--- src/rtl/four_to_two_event_encoder.sv ---
// four_to_two_event_encoder: folds rising edges on four event lines into a 2-bit code over valid/ready.
module four_to_two_event_encoder #(
  parameter int ROUND_ROBIN = 0,
  parameter int CNT_W = 8
) (
  input  logic             clk,
  input  logic             rst,
  input  logic [3:0]       d,
  output logic [1:0]       out_code,
  output logic             out_valid,
  input  logic             out_ready,
  output logic             busy,
  output logic [CNT_W-1:0] ovf_cnt,
  input  logic             ovf_clr
);
  logic [3:0] d_q, pending, rise, rot, load_mask, drop;
  logic [1:0] rr_ptr, sel, base;
  logic free, load;
  logic [CNT_W+2:0] ovf_sum;
  logic [CNT_W-1:0] ovf_nxt;
  function automatic logic [1:0] lowest(input logic [3:0] v);
    return v[0] ? 2'd0 : v[1] ? 2'd1 : v[2] ? 2'd2 : 2'd3;
  endfunction
  // Round robin rotates pending so the search starts at rr_ptr, then maps back.
  always_comb begin
    rise = d & ~d_q;
    base = (ROUND_ROBIN != 0) ? rr_ptr : 2'd0;
    rot = 4'({pending, pending} >> base);
    sel = base + lowest(rot);
    free = ~out_valid | out_ready;
    load = free & |pending;
    load_mask = load ? 4'b0001 << sel : 4'b0000;
    drop = rise & pending & ~load_mask;
    ovf_sum = (CNT_W+3)'(ovf_cnt) + (CNT_W+3)'(drop[0]) + (CNT_W+3)'(drop[1])
            + (CNT_W+3)'(drop[2]) + (CNT_W+3)'(drop[3]);
    ovf_nxt = ovf_clr ? '0 : (|ovf_sum[CNT_W+2:CNT_W]) ? '1 : ovf_sum[CNT_W-1:0];
    busy = |pending | out_valid;
  end
  always_ff @(posedge clk or posedge rst) begin
    if (rst) begin
      d_q <= '0;
      pending <= '0;
      out_valid <= 1'b0;
      out_code <= '0;
      ovf_cnt <= '0;
      rr_ptr <= '0;
    end else begin
      d_q <= d;
      pending <= (pending & ~load_mask) | rise;
      ovf_cnt <= ovf_nxt;
      if (free) out_valid <= load;
      if (load) begin
        out_code <= sel;
        rr_ptr <= sel + 2'd1;
      end
    end
  end
endmodule

--- config.mk ---
export PLATFORM = sky130hd
export DESIGN_NAME = four_to_two_event_encoder
export DESIGN_NICKNAME = d
export VERILOG_FILES = /design/src/rtl/four_to_two_event_encoder.sv
export SDC_FILE = /design/constraint.sdc
export NUM_CORES = 1
export LEC_CHECK = 0
export ABC_AREA = 1
export BUFFER_PORTS_ARGS = -buffer_cell sky130_fd_sc_hd__buf_2
export CAP_MARGIN = 20
export CORE_UTILIZATION = 40
export CTS_CLUSTER_DIAMETER = 40
export DETAILED_ROUTE_END_ITERATION = 10
export HOLD_SLACK_MARGIN = 0.15
export SLEW_MARGIN = 20
export SYNTH_ARGS = -nofsm -noshare
export SYNTH_HDL_FRONTEND = slang
export SYNTH_SLANG_ARGS = --single-unit
--- constraint.sdc ---
create_clock -name clk -period 3.1 [get_ports clk]
set_input_delay 0.31 -clock clk [delete_from_list [all_inputs] [get_ports clk]]
set_output_delay 0.31 -clock clk [all_outputs]
set_load 0.1 [all_outputs]
==> results.cfg <==
[placement]
place_area_sq_mm = 0.00106
port_buffers = 19
gp_congestion = 0.845
dp_worst_setup_slack_ns = 0.163
place_hpwl_um = 1320

[cts]
clk_latency_ns = 0.30
ctsLongestPathBuffers = 2
cts_sinks = 19
tritoncts = yes
path_clk_slew_ns = 0.11
cts_buffers = 3
root_buffer = clkbuf_4
htreeDepth = 1

[power]
switchingPower_w = 0.000284
clock_power_share = 0.189
power.density_mw_per_mm2 = 575
combPwrFrac = 0.362
irDropWorstVdd_mv = 0.418
p_seq_frac = 0.448
cell_internal_pwr_w = 0.000383
switching_share = 0.425
power.leakage_nw = 0.595

[grt]
grt_pass1_wl_um = 3140
grt_util_met3 = 0.0636
grt_pass1_vias = 760
grt_max_degree = 20
grt_most_used_layer = met2
met2_usage = 0.284
grt_use_total = 0.167
grtUsageMet1 = 0.186
grt-ovfl-total = 0
antenna_found_initial = 0

[final_layout]
nFillCells = 227
post_route_cells_drive_above_1_share = 0.277
area_delta_synth_final_pct = 23.8
stdcell_area_sq_mm = 0.00116
antenna_cells = 0
fin_util = 0.524
nets = 143

[critical_path]
cpMaxStageDelayCell = fa_1
r2r_slack_ns = 0.23
worstRegToRegCells = 16
end_kind = flop
arrival_ns = 3.11
path_cells = nor2_2 -> nand2_2 -> nand2_4 -> nor2_4 -> nand2_2 -> nand3_1 -> fa_1 -> fa_1 -> inv_1 -> fa_1 -> nand2_1 -> nor2_4 -> nand2_2 -> nand2_1 -> nor2_1 -> nor2_1
path_max_fanout = 7
critPathMaxStageDelay_ns = 0.48
r2r_start = pending[0]$_DFF_PP0_
start_kind = flop
path_class = flop to flop
r2r-end = ovf_cnt[5]$_DFF_PP0_
worst_ep_required_time_ns = 3.34

[sta]
maxSlewViolCount = 0
layout_setup_ws_ns = 0.229
tns_ns = 0
tightestPinTransition_ns = 0.716
period_share = 0.926
setup_viol = 0
hold-worst-slack_ns = 0.266
final-hold-violation-count = 0
fin_crit_ns = 2.87
finalClockSkew_ns = 0.00571
slew_headroom = 0.522
fmax_mhz = 348

[die]
dieHeight_um = 50.4
rows = 17
initial_utilization = 0.424
io-pin-count = 20
dieArea_sq_mm = 0.00254
coreArea_sq_mm = 0.00221
die_w_um = 50.4

[logic_synthesis]
synth_ff_type = dfrtp_1
synthMuxAreaShare = 0
synth_top_area_cell = dfrtp_1
synth_top_area_frac = 0.507
synth_common_cells = 19 x dfrtp_1, 17 x nand2_1, 16 x inv_1
yosysWarnings = 0
synth-simple-area-share = 0.243
synthXorXnorAreaFrac = 0.0187
yosysMostFrequentCell = dfrtp_1
ys_seq_area_frac = 0.507
ys_async_sr_fraction = 1.00
netlist_top_cells_area = dfrtp_1 51%, nand2_1 6.8%, fa_1 6.4%
synth_top_family_by_area = simple AND/OR/NAND/NOR gates
synth-adder-area-share = 0.0774
ys_types = 24
avgSynthCellArea_sq_um = 9.19
synth-edff-count = 0
ys_ff_latch = 19
synth.cell_area_sq_um = 937
netlist_instances = 102
synth_compound_area_frac = 0.0854
synth_nets = 114

[route]
drc = 0
vias = 780
dr.pass1.iters = 4
via_per_inst = 4.94
antenna_left = 0
drt-initial-drc-count = 11
wl_per_cell_um = 11.4
routed_wl_um = 1810

[worst_hold_path]
hp-start = ovf_clr
holdPathEnd = ovf_cnt[4]$_DFF_PP0_
min_path_type = input pin to flop
min_path_cells = 2

[status]
status = complete, no violations

[job]
max_cap_viol_count = 0
-- cells by family (layout without fill, tap and decap cells) --
group           Yosys count  in the layout
simple gates             47             47
flops                    19             19
buf+inv                  17             45
compound gates           13             13
fa+ha+maj                 4              4
xor+xnor                  2              2
-- flip-flops by register name (all words and copies together) (netlist names) --
name / cells
d_q: 4
ovf_cnt: 8
pending: 4
out_valid: 1
out_code: 2
-- cell type report --
cell class,count,area [sq um],area share
multi-input cells,66,408,0.352
clock buffers,4,26.3,0.0227
repair buffers,25,153,0.132
inverters,16,60.1,0.0518
well taps,28,35.0,0.0302
flip-flops and latches,19,478,0.412
-- metrics by stage --
step           power (W)  instances
2_1_floorplan   0.000495        102
3_3_place_gp    0.000535        148
3_5_place_dp    0.000538        148
4_1_cts         0.000675        157
5_1_grt         0.000711        158
6_report        0.000667        158
-- worst max path at each step --
stage | startpoint | to | slack, ns | depth (start not counted)
after CTS | pending[0]$_DFF_PP0_ | ovf_cnt[6]$_DFF_PP0_ | 0.17 | 14
after detailed placement | pending[0]$_DFF_PP0_ | ovf_cnt[6]$_DFF_PP0_ | 0.16 | 14
after global routing | pending[0]$_DFF_PP0_ | ovf_cnt[7]$_DFF_PP0_ | -0.006 | 16
final | pending[0]$_DFF_PP0_ | ovf_cnt[5]$_DFF_PP0_ | 0.23 | 16
after floorplan | out_valid$_DFFE_PP0P_ | ovf_cnt[6]$_DFF_PP0_ | 0.10 | 13
after global placement | pending[2]$_DFF_PP0_ | ovf_cnt[6]$_DFF_PP0_ | 0.26 | 14
-- per-layer routing --
metal  share of wire  up-vias
li1                -      381
met1            0.44      370
met2            0.48       23
met3           0.057        6
met4           0.021        0
met5               0        -
-- worst max-delay path, delay by kind of cell, from the launching register on --
kind                       cells  cell delay [ns]
and+or+nand+nor               12             1.16
adders and majority gates      3             1.11
DFF                            1             0.45
buffers and inverters          1             0.09
-- power groups by stage --
stage                     clock (W)  combinational (W)  sequential, W
after detailed placement          0           0.000233       0.000305
after global routing       0.000146           0.000262       0.000303
after global placement            0           0.000230       0.000304
after CTS                  0.000135           0.000240       0.000300
final                      0.000126           0.000242       0.000299
after floorplan                   0          0.0000753       0.000419
-- placed cells by master (no fill, tap or decap), types with 2 or more instances in the layout --
cell type      instances
nand3_1                6
nand2_2                4
a21oi_1                6
a22o_1                 2
dfrtp_2                2
buf_2                 19
nor2_4                 2
nor2_1                10
xnor2_1                2
nand4_1                3
fa_1                   3
dlygate4sd3_1          5
nand2_1               17
inv_1                 16
dfrtp_1               17
clkbuf_4               3
-- repair_timing --
| action | in CTS | in global routing |
|---|---|---|
| endpoints found under the setup margin | 0 | 4 |
| setup buffers | 0 | 1 |
| hold buffers | 5 | 0 |
| gates resized for setup | 0 | 3 |
| endpoints found under the hold margin | 23 | 0 |
Note: power is estimated with default switching activity, not from simulation.
